<file path="src/rtl/rps_pkg.sv">
// Shared encodings, FSM states and LFSR tap masks for the rock-paper-scissors match block.
package rps_pkg;

  localparam logic [1:0] MV_ROCK     = 2'b00;
  localparam logic [1:0] MV_PAPER    = 2'b01;
  localparam logic [1:0] MV_ILLEGAL  = 2'b10;
  localparam logic [1:0] MV_SCISSORS = 2'b11;

  localparam logic [1:0] RES_USER    = 2'b00;
  localparam logic [1:0] RES_DRAW    = 2'b01;
  localparam logic [1:0] RES_ILLEGAL = 2'b10;
  localparam logic [1:0] RES_CPU     = 2'b11;

  // Tap masks: bit i set means state bit i feeds the XOR (x^8+x^6+x^5+x^4+1, x^16+x^14+x^13+x^11+1)
  localparam logic [15:0] LFSR_TAPS_8  = 16'h00B8;
  localparam logic [15:0] LFSR_TAPS_16 = 16'hB400;

  typedef enum logic [1:0] {
    ST_IDLE  = 2'd0,
    ST_SCORE = 2'd1,
    ST_OVER  = 2'd2
  } state_e;

  function automatic logic [15:0] lfsr_taps(input int unsigned w);
    return (w == 16) ? LFSR_TAPS_16 : LFSR_TAPS_8;
  endfunction

  // The illegal code never becomes a computer move: try the next pair, then fall back to rock.
  function automatic logic [1:0] cpu_pick(input logic [3:0] bits);
    if (bits[1:0] != MV_ILLEGAL) return bits[1:0];
    if (bits[3:2] != MV_ILLEGAL) return bits[3:2];
    return MV_ROCK;
  endfunction

  function automatic logic [1:0] rps_judge(input logic [1:0] user, input logic [1:0] cpu);
    if (user == MV_ILLEGAL) return RES_ILLEGAL;
    if (user == cpu) return RES_DRAW;
    if ((user == MV_ROCK     && cpu == MV_SCISSORS) ||
        (user == MV_PAPER    && cpu == MV_ROCK)     ||
        (user == MV_SCISSORS && cpu == MV_PAPER))
      return RES_USER;
    return RES_CPU;
  endfunction

endpackage

</file>
<file path="src/rtl/lfsr_n.sv">
// Free-running Fibonacci LFSR (8 or 16 bits); shifts toward the MSB with feedback into bit 0.
module lfsr_n
  import rps_pkg::*;
#(
  parameter int unsigned     W    = 8,
  parameter logic [W-1:0]    SEED = W'(8'hA5)
) (
  input  logic         clk,
  input  logic         reset,
  output logic [W-1:0] state_o
);

  localparam logic [W-1:0] TAPS     = W'(lfsr_taps(W));
  // An all-zero state would lock up the register.
  localparam logic [W-1:0] SEED_EFF = (SEED == '0) ? W'(1) : SEED;

  logic [W-1:0] lfsr_q;
  logic [W-1:0] lfsr_d;

  always_comb begin
    lfsr_d = {lfsr_q[W-2:0], ^(lfsr_q & TAPS)};
  end

  always_ff @(posedge clk) begin
    if (reset) lfsr_q <= SEED_EFF;
    else       lfsr_q <= lfsr_d;
  end

  assign state_o = lfsr_q;

endmodule

</file>
<file path="src/rtl/rps_match.sv">
// Rock-paper-scissors match controller: accepts user moves, plays an LFSR opponent, keeps score.
//   state | meaning
//   IDLE  | waiting for a move or a new_match request
//   SCORE | result strobe cycle; scores update on exit
//   OVER  | match decided, moves ignored until new_match
module rps_match
  import rps_pkg::*;
#(
  parameter int unsigned          LFSR_W        = 8,
  parameter logic [LFSR_W-1:0]    SEED          = LFSR_W'(8'hA5),
  parameter int unsigned          ROUNDS_TO_WIN = 3,
  parameter int unsigned          SCORE_W       = 4
) (
  input  logic               clk,
  input  logic               reset,
  input  logic               move_valid,
  input  logic [1:0]         move,
  input  logic               new_match,
  output logic               move_ready,
  output logic               result_valid,
  output logic [1:0]         result,
  output logic [1:0]         cpu_move,
  output logic [SCORE_W-1:0] user_score,
  output logic [SCORE_W-1:0] cpu_score,
  output logic               match_over,
  output logic               match_winner
);

  localparam logic [SCORE_W-1:0] WIN_CNT = SCORE_W'(ROUNDS_TO_WIN);

  state_e             state_q;
  logic               rv_q;
  logic [1:0]         result_q;
  logic [1:0]         cpu_move_q;
  logic [SCORE_W-1:0] user_score_q;
  logic [SCORE_W-1:0] cpu_score_q;
  logic               over_q;
  logic               winner_q;

  logic [LFSR_W-1:0]  lfsr_state;
  logic               lfsr_unused;
  logic [1:0]         cpu_pick_d;
  logic [1:0]         judge_d;
  logic [SCORE_W-1:0] user_inc_d;
  logic [SCORE_W-1:0] cpu_inc_d;

  lfsr_n #(
    .W    (LFSR_W),
    .SEED (SEED)
  ) u_lfsr (
    .clk     (clk),
    .reset   (reset),
    .state_o (lfsr_state)
  );

  assign lfsr_unused = ^lfsr_state[LFSR_W-1:4];

  always_comb begin
    cpu_pick_d = cpu_pick(lfsr_state[3:0]);
    judge_d    = rps_judge(move, cpu_pick_d);
    user_inc_d = user_score_q + SCORE_W'(1);
    cpu_inc_d  = cpu_score_q + SCORE_W'(1);
  end

  always_ff @(posedge clk) begin
    if (reset) begin
      state_q      <= ST_IDLE;
      rv_q         <= 1'b0;
      result_q     <= '0;
      cpu_move_q   <= '0;
      user_score_q <= '0;
      cpu_score_q  <= '0;
      over_q       <= 1'b0;
      winner_q     <= 1'b0;
    end else begin
      rv_q <= 1'b0;
      unique case (state_q)
        ST_IDLE: begin
          if (new_match) begin
            user_score_q <= '0;
            cpu_score_q  <= '0;
            over_q       <= 1'b0;
            winner_q     <= 1'b0;
          end else if (move_valid) begin
            state_q    <= ST_SCORE;
            cpu_move_q <= cpu_pick_d;
            result_q   <= judge_d;
            rv_q       <= 1'b1;
          end
        end
        ST_SCORE: begin
          state_q <= ST_IDLE;
          if (result_q == RES_USER) begin
            user_score_q <= user_inc_d;
            if (user_inc_d == WIN_CNT) begin
              state_q  <= ST_OVER;
              over_q   <= 1'b1;
              winner_q <= 1'b0;
            end
          end else if (result_q == RES_CPU) begin
            cpu_score_q <= cpu_inc_d;
            if (cpu_inc_d == WIN_CNT) begin
              state_q  <= ST_OVER;
              over_q   <= 1'b1;
              winner_q <= 1'b1;
            end
          end
        end
        ST_OVER: begin
          if (new_match) begin
            state_q      <= ST_IDLE;
            user_score_q <= '0;
            cpu_score_q  <= '0;
            over_q       <= 1'b0;
            winner_q     <= 1'b0;
          end
        end
        default: state_q <= ST_IDLE;
      endcase
    end
  end

  assign move_ready   = (state_q == ST_IDLE) && !new_match && !reset;
  // Gated so a reset landing on the SCORE cycle suppresses the strobe already in flight.
  assign result_valid = rv_q && !reset;
  assign result       = result_q;
  assign cpu_move     = cpu_move_q;
  assign user_score   = user_score_q;
  assign cpu_score    = cpu_score_q;
  assign match_over   = over_q;
  assign match_winner = winner_q;

endmodule

</file>
<file path="config.mk">
export PLATFORM = sky130hd
export DESIGN_NAME = rps_match
export DESIGN_NICKNAME = d
export VERILOG_FILES = /design/src/rtl/rps_pkg.sv /design/src/rtl/lfsr_n.sv /design/src/rtl/rps_match.sv
export SDC_FILE = /design/constraint.sdc
export NUM_CORES = 1
export LEC_CHECK = 0
export CAP_MARGIN = 20
export CORE_MARGIN = 2
export CORE_UTILIZATION = 56
export DETAILED_ROUTE_END_ITERATION = 12
export GPL_ROUTABILITY_DRIVEN = 0
export PLACE_DENSITY = 0.87
export SKIP_CTS_REPAIR_TIMING = 1
export SYNTH_ARGS = -nofsm -noshare
export SYNTH_HDL_FRONTEND = slang
export SYNTH_HIERARCHICAL = 1
export SYNTH_SLANG_ARGS = --single-unit
</file>
<file path="constraint.sdc">
create_clock -name clk -period 4.8 [get_ports clk]
set_input_delay 0.72 -clock clk [delete_from_list [all_inputs] [get_ports clk]]
set_output_delay 0.72 -clock clk [all_outputs]
set_load 0.1 [all_outputs]
</file>
==> metrics.md, run 1 <==
| Metric | Value |
|---|---|
| Slowest CP cell | clkdlybuf4s50_1 |
| Root buffer cell | clkbuf_4 |
| PortBufs | 21 |
| Synthesis-to-finish area growth | 16.9% |
| Overall routed net length | approximately 2400 um |
| Total track usage | between 20% and 30% |
| Clock skew | approximately 2.3 ps |
| DR iter-0 viols | 14 |
| Number of global-route vias before repair | 960 |
| Clock Pin Slew Worst Setup and Hold Paths | 140 ps |
| Min Tclk post-route | around 3000 ps |
| RSZ-0062 raised after global routing | no |
| Wirelength per Cell | roughly 12 um |
| Initial Utilization | between 50% and 60% |
| Dpl hpwl | around 1800 um |
| Vias | around 1,100 |
| Setup violators final | 0 |
| Final worst path period share | ~64% |
| Max-slew headroom | a little over a third |
| HP Class | flip-flop to flip-flop |
| Die area | around 2700 um^2 |
| Fmax | 328 MHz |
| Antenna-violating nets left | 0 |
| Syn Area/Cell | approximately 8.7 um^2 |
| Max Slew Vio Count | 0 |
| CTS tree | built |
| Antenna cells | 0 |
| Htree depth | 1 |
| Std-Cell Rows | 17 |
| Status | finished, final reports clean |
| Share of layout cells above drive strength 1 | between 10% and 20% |
| Hold Vio Cnt, Final | 0 |
| CTS Buf Count | 3 |
| Setup TNS | 0 ps |
| Worst Path Max Fanout | 27 |
| Vias per cell | roughly 5.6 |
| CP required | between 4000 and 5000 ps |
| Max clock buf depth | 2 |
| Die W | 52.0 um |
| Syn Nets | 160 |
| TritonCTS Sinks | 25 |
| Crit-path cells | clkdlybuf4s50_1, nor4_1, buf_4 |
| Total power | between 0.0004 and 0.0005 W |
| Initial antenna violation count | 0 |
| Synthesized area | 1290 um^2 |
| Worst stage delay on the critical path | around 860 ps |
| DRC errors left | 0 |
| Die Ht | around 52 um |
| Largest net degree at the start of global routing | 28 |
| GRT Residual Overflow | 0 |
| Worst setup SP type | primary input |
| IO Count | 22 |
| Pwr/cell area | between 200 and 300 nW/um^2 |
| Worst Tran Pin Value | a little under 1000 ps |
| Post-Syn Instances | around 150 |
| LEAKAGE | approximately 0.56 nW |
| Core Util, Final | between 60% and 70% |
| Setup crit end kind | primary output |
| Fin nets | ~180 |
| Crit path arrival time | between 2000 and 2500 ps |
| Yosys warns | 6 |
| Peak supply drop | 0.198 mV |
| Max-cap viol count | 0 |
| Crit Path Class | primary input to primary output |
| Core ar. | 2190 um^2 |
| First-pass GRT wire length | 4040 um |
| First drt pass iteration count | 4 |
| Clock Latency Late Sink | between 300 and 400 ps |
==> path summary, 6_finish.rpt <==
path	to	cells after the start	startpoint	slack, ps
setup / recovery	move_ready	3	reset	1750
hold / removal	u_lfsr/state_o[7]$_SDFF_PP1_	1	u_lfsr/state_o[6]$_SDFF_PP0_	440
setup reg to reg	match_winner$_SDFFE_PP0P_	5	cpu_score[0]$_SDFFE_PP0P_	3100
hold reg to reg	u_lfsr/state_o[7]$_SDFF_PP1_	1	u_lfsr/state_o[6]$_SDFF_PP0_	440
==> power by group <==
part	internal, W	switching, W	total [W]
clock network	0.0000319	0.0000647	0.0000966
registers	0.000217	0.0000109	0.000228
logic	0.0000275	0.0000501	0.0000777
==> final cells by class <==
type	count	area, um^2
Clock buffer	3	22.5
Tap cell	28	35.0
Inverter	6	22.5
Sequential cell	25	500
Fill cell	173	682
Timing Repair Buffer	21	205
Multi-Input combinational cell	110	716
Clock inverter	1	7.51
==> routing by layer <==
layer  global-route usage (%)  part of all wire (%)  up-vias
met5                        0                     0        -
met4                     10.1                   1.8        0
met3                     3.45                   3.1        5
met2                     31.9                    47       16
met1                     25.9                    48      504
li1                         -                     -      554
==> layout by cell type (no fill, tap or decap), types with 2 or more instances in the layout <==
cell type and count:
dfxtp_1 25, nor2_1 20, clkdlybuf4s50_1 19, a21oi_1 11, nand2_1 9, nor2b_1 6, nand3_1 6, ha_1 6
inv_1 5, nor3_1 3, nand3b_1 3, nand2b_1 3, o21ai_0 3, nor3b_1 3, o21ai_1 3, clkbuf_4 3
or2_2 3, a31oi_1 2, and2_1 2, xnor2_1 2, buf_4 2, xor2_1 2
==> worst max-delay path: cells and delay by family <==
family / cells / cell delay, ps
buffers and inverters: 2 / 1210
AND/OR/NAND/NOR: 1 / 390
==> state kept, by name, summed over array words and instances, names as in the netlist <==
signal          flops
cpu_move            2
cpu_score           4
match_over          1
match_winner        1
result              2
rv_q                1
state_q             2
u_lfsr/state_o      8
user_score          4
==> stage by stage <==
stage	worst slack, ps	hold WS, ps	cells	area [um^2]
2_1_floorplan	423	389	148	1290
3_3_place_gp	1800	396	190	1480
3_5_place_dp	1760	407	190	1480
4_1_cts	1760	449	194	1510
5_1_grt	1680	464	194	1510
6_report	1750	438	194	1510
Power figures use the tool's default switching activity.
==> inputs of run 2 (changes only) <==
--- a/config.mk
+++ b/config.mk
@@ -7,10 +7,10 @@
 export LEC_CHECK = 0
 export CAP_MARGIN = 20
 export CORE_MARGIN = 2
-export CORE_UTILIZATION = 56
+export CORE_UTILIZATION = 52
 export DETAILED_ROUTE_END_ITERATION = 12
 export GPL_ROUTABILITY_DRIVEN = 0
-export PLACE_DENSITY = 0.87
+export PLACE_DENSITY = 0.82
 export SKIP_CTS_REPAIR_TIMING = 1
 export SYNTH_ARGS = -nofsm -noshare
 export SYNTH_HDL_FRONTEND = slang
==> constraint.sdc (replaced) <==
create_clock -name clk -period 3 [get_ports clk]
set_input_delay 0.45 -clock clk [delete_from_list [all_inputs] [get_ports clk]]
set_output_delay 0.45 -clock clk [all_outputs]
set_load 0.1 [all_outputs]
==> metrics.md, run 2 (same netlist as run 1, synthesis figures left out) <==
| Metric | Value |
|---|---|
| Worst Tran Pin Value | 408 ps (-563 ps) |
| Sw frac | 30.7% (-0.56 points) |
| Min Tclk post-route | around 2000 ps |
| Logic pwr share | 20.2% (+0.9 points) |
| Worst path top cell family by delay | buffers and inverters |
| Setup violators final | 0 (unchanged) |
| Final worst path period share | between 60% and 70% |
| GR Util met3 | 3.89% (+0.44 points) |
| Wirelength per Cell | 12.4 um (-0.56%) |
| Die Ht | 53.8 um (+3.5%) |
| Worst Path Max Fanout | 4 (-85%) |
| Htree depth | 1 (unchanged) |
| Clock Latency Late Sink | 310 ps (about the same) |
| Setup TNS | 0 ps (unchanged) |
| Die area | 2900 um^2 (+7.1%) |
| Final worst setup slack | 987 ps (-760 ps) |
| CTS Buf Count | 3 (unchanged) |
| Status | finished, final reports clean |
| Setup crit end kind | primary output |
| DRC errors left | 0 (unchanged) |
| Crit-path cells | clkdlybuf4s50_1, nor4_2, buf_12 |
| Switching Power | 0.000198 W (+57%) |
| Max-slew headroom | 72.5% (+37 points) |
| Pwr/cell area | 424 nW/um^2 (+59%) |
| Pint | 0.000447 W (+61%) |
| Share of layout cells above drive strength 1 | 20.2% (+9.4 points) |
| GRT met1 Usage | 27.3% (+1.4 points) |
| Antenna-violating nets left | 0 (unchanged) |
| Clock Pin Slew Worst Setup and Hold Paths | 140 ps (about the same) |
| Crit path arrival time | 1560 ps (-770 ps) |
| Largest net degree at the start of global routing | 14 (-50%) |
| Die W | 53.8 um (+3.5%) |
| Fin nets | 181 (+1.1%) |
| Max clock buf depth | 2 (unchanged) |
| GRT Residual Overflow | 0 (unchanged) |
| Dpl ws | 896 ps (-868 ps) |
| Worst setup SP type | primary input |
| Peak supply drop | 0.309 mV (+56%) |
| Max reg flops | 8 (unchanged) |
| Fillers | 204 (+18%) |
| Core ar. | 2410 um^2 (+10%) |
| Worst stage delay on the critical path | 470 ps (-390 ps) |
| Antenna cells | 0 (unchanged) |
| Initial Utilization | 53.6% (-5.4 points) |
| IO Count | 22 (unchanged) |
| TritonCTS Sinks | 25 (unchanged) |
| CP required | 2550 ps (-1530 ps) |
| DR iter-0 viols | 23 (+9) |
| Fmax | a little under 500 MHz |
| Vias | 1,084 (+0.46%) |
| Clock skew | 6.73 ps (+4.40 ps) |
| LEAKAGE | 0.610 nW (+8.1%) |
| Crit path buf inv count | 2 (unchanged) |
| Dpl hpwl | 1840 um (+5.0%) |
| Sequential power share | 56.7% (about the same) |
| Slowest CP cell | clkdlybuf4s50_1 |
| Total track usage | 19.7% (-0.26 points) |
| Clock share of power | 23.1% (-0.9 points) |
| Highest-count cells in the layout ignoring fill and taps | dfxtp_1 (25), nor2_1 (20), buf_4 (16), a21oi_1 (11), nand2_1 (9) |
| Number of global-route vias before repair | 972 (+1.3%) |
| HP Class | flip-flop to flip-flop |
| Synthesis-to-finish area growth | 17.6% |
| Gr busiest metal | met2 |
| Std-Cell Rows | 18 (+1) |
| PortBufs | 21 (unchanged) |
| CTS tree | built |
| Crit Path Class | primary input to primary output |
| Initial antenna violation count | 0 (unchanged) |
| Max-cap viol count | 0 (unchanged) |
| Hold Vio Cnt, Final | 0 (unchanged) |
| First-pass GRT wire length | 4210 um (+4.1%) |
| Max Slew Vio Count | 0 (unchanged) |
| First drt pass iteration count | 4 (unchanged) |
| Root buffer cell | clkbuf_4 |
| Vias per cell | 5.47 (-1.6%) |
| Met2 Use GR | 29.5% (-2.4 points) |
| Overall routed net length | 2450 um (+1.5%) |
| Most common cell after layout, fill and taps aside | dfxtp_1 |
| RSZ-0062 raised after global routing | no |
[run 2: cell types whose count changed in the layout (fill, tap and decap cells not counted)]
cell and change:
buf_12 +2, buf_4 +14, clkbuf_1 +1, clkdlybuf4s50_1 -14, clkinvlp_4 -1, nor4_1 -1, nor4_2 +1
[run 2: power groups by stage]
stage	Sequential, W	Clock, W	Combinational, W
after floorplan	0.000393	0	0.0000816
final	0.000365	0.000149	0.000130
after detailed placement	0.000373	0	0.000130
after CTS	0.000365	0.000155	0.000131
after global routing	0.000368	0.000161	0.000141
after global placement	0.000371	0	0.000127
[run 2: path summary, 6_finish.rpt]
path,start,endpoint,slack [ps],depth (start not counted)
worst max-delay path,new_match,move_ready,990,3
worst min-delay path,u_lfsr/state_o[6]$_SDFF_PP0_,u_lfsr/state_o[7]$_SDFF_PP1_,430,1
worst max register to register,cpu_score[0]$_SDFFE_PP0P_,match_winner$_SDFFE_PP0P_,1320,5
worst min register to register,u_lfsr/state_o[6]$_SDFF_PP0_,u_lfsr/state_o[7]$_SDFF_PP1_,430,1
[run 2: area by class of cell]
type | count | area [um^2] | area share (%)
multi-input cells | 110 | 722 | 47.5
flip-flops and latches | 25 | 500 | 32.9
repair buffers | 23 | 210 | 13.8
well taps | 30 | 37.5 | 2.47
clock buffers | 4 | 26.3 | 1.73
inverters | 6 | 22.5 | 1.48
[run 2: per-layer routing]
| metal | vias to the layer above | wire length, um | part of all wire [%] |
|---|---|---|---|
| met5 | - | 0 | 0 |
| met2 | 22 | 1150 | 47 |
| li1 | 557 | - | - |
| met4 | 0 | 21 | 0.86 |
| met1 | 501 | 1160 | 47 |
| met3 | 4 | 116 | 4.7 |
[run 2: worst reg2reg max path: cells and delay by family (launching register included)]
kind            cells  cell delay, ps
compound gates      3             440
flops               1             390
fa+ha+maj           1             280
simple gates        1             500
[run 2: metrics by stage]
stage	std cells	power (W)	hold WS, ps	area (um^2)	util [%]
after detailed placement	194	0.000502	397	1490	61.9
after global placement	194	0.000499	394	1490	61.9
final	198	0.000644	427	1520	63.0
after CTS	198	0.000651	429	1520	63.0
after floorplan	148	0.000474	389	1300	-
after global routing	198	0.000671	441	1520	63.0
==> inputs of run 3 (changes only) <==
==> constraint.sdc (replaced) <==
create_clock -name clk -period 1.9 [get_ports clk]
set_input_delay 0.285 -clock clk [delete_from_list [all_inputs] [get_ports clk]]
set_output_delay 0.285 -clock clk [all_outputs]
set_load 0.1 [all_outputs]
==> metrics.md, run 3 (same netlist as run 1, synthesis figures left out) <==
| Metric | Value |
|---|---|
| Max clock buf depth | 2 (unchanged) |
| Min Tclk post-route | approximately 1700 ps |
| Status | finished, final reports clean |
| Vias per cell | 5.47 (-0.18%) |
| Logic pwr share | 20.7% (+0.5 points) |
| Initial Utilization | 53.6% (unchanged) |
| Peak supply drop | 0.561 mV (+81%) |
| Clock Latency Late Sink | 310 ps (about the same) |
| Vias | 1,093 (+0.83%) |
| Total track usage | 19.9% (+0.19 points) |
| Setup crit end kind | flip-flop |
| Most common cell after layout, fill and taps aside | nor2_1 |
| DR iter-0 viols | 37 (+61%) |
| Final worst path period share | between 80 and 90% |
| Worst Tran Pin Value | 357 ps (-51.5 ps) |
| TritonCTS Sinks | 25 (unchanged) |
| Dpl ws | 35.8 ps (-860 ps) |
| Core ar. | 2410 um^2 (unchanged) |
| Pwr/cell area | 654 nW/um^2 (+54%) |
| Overall routed net length | 2580 um (+5.4%) |
| Clock share of power | 22.7% (-0.4 points) |
| First-pass GRT wire length | 4220 um (+0.31%) |
| Max Slew Vio Count | 0 (unchanged) |
| CTS tree | built |
| Final worst setup slack | 243 ps (-744 ps) |
| Max-cap viol count | 0 (unchanged) |
| CTS Buf Count | 3 (unchanged) |
| Fmax | 604 MHz |
| Antenna cells | 0 (unchanged) |
| Worst setup SP type | flip-flop |
| Die Ht | 53.8 um (unchanged) |
| Core Util, Final | 64.5% (+1.5 points) |
| Initial antenna violation count | 0 (unchanged) |
| Clock skew | 1.53 ps (-5.20 ps) |
| IO Count | 22 (unchanged) |
| Std-Cell Rows | 18 (unchanged) |
| Area of the multi-input gates | 733 um^2 (+1.6%) |
| Share of layout cells above drive strength 1 | 25.3% (+5.1 points) |
| Clock Pin Slew Worst Setup and Hold Paths | 130 ps (about the same) |
| Crit path arrival time | 1910 ps (+350 ps) |
| Worst Path Max Fanout | 7 (+3) |
| Fin nets | 183 (+1.1%) |
| Die W | 53.8 um (unchanged) |
| Wirelength per Cell | 12.9 um (+4.4%) |
| Number of global-route vias before repair | 930 (-4.3%) |
| Fillers | 201 (-1.5%) |
| CP required | 2150 ps (-400 ps) |
| Post-Layout Inst Area | 1560 um^2 (+2.4%) |
| RSZ-0062 raised after global routing | no |
| Pint | 0.000708 W (+59%) |
| Htree depth | 1 (unchanged) |
| Switching Power | 0.000309 W (+57%) |
| Dpl hpwl | 1980 um (+7.3%) |
| Max-slew headroom | 76.1% (+3.6 points) |
| Largest net degree at the start of global routing | 19 (+5) |
| GRT Residual Overflow | 0 (unchanged) |
| HP Class | flip-flop to flip-flop |
| FF-to-FF setup slack | 240 ps (-1080 ps) |
| Hold Vio Cnt, Final | 0 (unchanged) |
| Antenna-violating nets left | 0 (unchanged) |
| Sw frac | 30.4% (-0.27 points) |
| Setup TNS | 0 ps (unchanged) |
| First drt pass iteration count | 4 (unchanged) |
| DRC errors left | 0 (unchanged) |
| Setup violators final | 0 (unchanged) |
| Crit Path Class | flip-flop to flip-flop |
| LEAKAGE | 0.624 nW (+2.4%) |
| Synthesis-to-finish area growth | 20.4% |
| Storage cell area | 510 um^2 (+2.0%) |
| Die area | 2900 um^2 (unchanged) |
| Max reg flops | 8 (unchanged) |
| Root buffer cell | clkbuf_4 |
| PortBufs | 21 (unchanged) |
| Sequential power share | 56.5% (-0.2 points) |
| Area post-placement | 1530 um^2 (+2.4%) |
| Highest-count cells in the layout ignoring fill and taps | nor2_1 (20), dfxtp_1 (19), buf_4 (18), a21oi_1 (11), nand2_1 (9) |
[run 3: final cells by class]
type                            instances  area share [%]
Tap cell                               30            2.41
Clock buffer                            4            1.69
Multi-Input combinational cell        110            47.1
Inverter                                6            1.45
Sequential cell                        25            32.8
Timing Repair Buffer                   25            14.5
[run 3: final timing paths]
kind,startpoint,end,cells after the start
min reg2reg,u_lfsr/state_o[6]$_SDFF_PP0_,u_lfsr/state_o[7]$_SDFF_PP1_,1
min,u_lfsr/state_o[6]$_SDFF_PP0_,u_lfsr/state_o[7]$_SDFF_PP1_,1
max,cpu_score[0]$_SDFFE_PP0P_,match_winner$_SDFFE_PP0P_,5
max reg2reg,cpu_score[0]$_SDFFE_PP0P_,match_winner$_SDFFE_PP0P_,5
[run 3: metal layers]
metal  global-route usage, %  share of wire [%]  wire length (um)
met5                       0                  0                 0
met4                    5.13               0.39                10
met3                    4.44                6.2               161
met2                    32.7                 50              1290
met1                    26.3                 43              1120
[run 3: power groups by stage]
stage | combinational [W] | clock (W) | sequential [W]
after global placement | 0.000207 | 0 | 0.000585
after global routing | 0.000229 | 0.000262 | 0.000580
after floorplan | 0.000130 | 0 | 0.000620
after detailed placement | 0.000211 | 0 | 0.000587
after CTS | 0.000212 | 0.000244 | 0.000575
final | 0.000211 | 0.000231 | 0.000575
[run 3: critical path, stage by stage, from the launching register on]
cell and delay, ps:
dfxtp_2 380, ha_1 260, or4b_4 500, o22ai_2 190
a22oi_2 80, a211oi_2 190
[run 3: through the flow]
step                      total power [W]  std cells  hold slack [ps]
after detailed placement         0.000798        196              398
after global placement           0.000792        196              399
after global routing              0.00107        200              449
after CTS                         0.00103        200              434
after floorplan                  0.000750        148              357
final                             0.00102        200              432
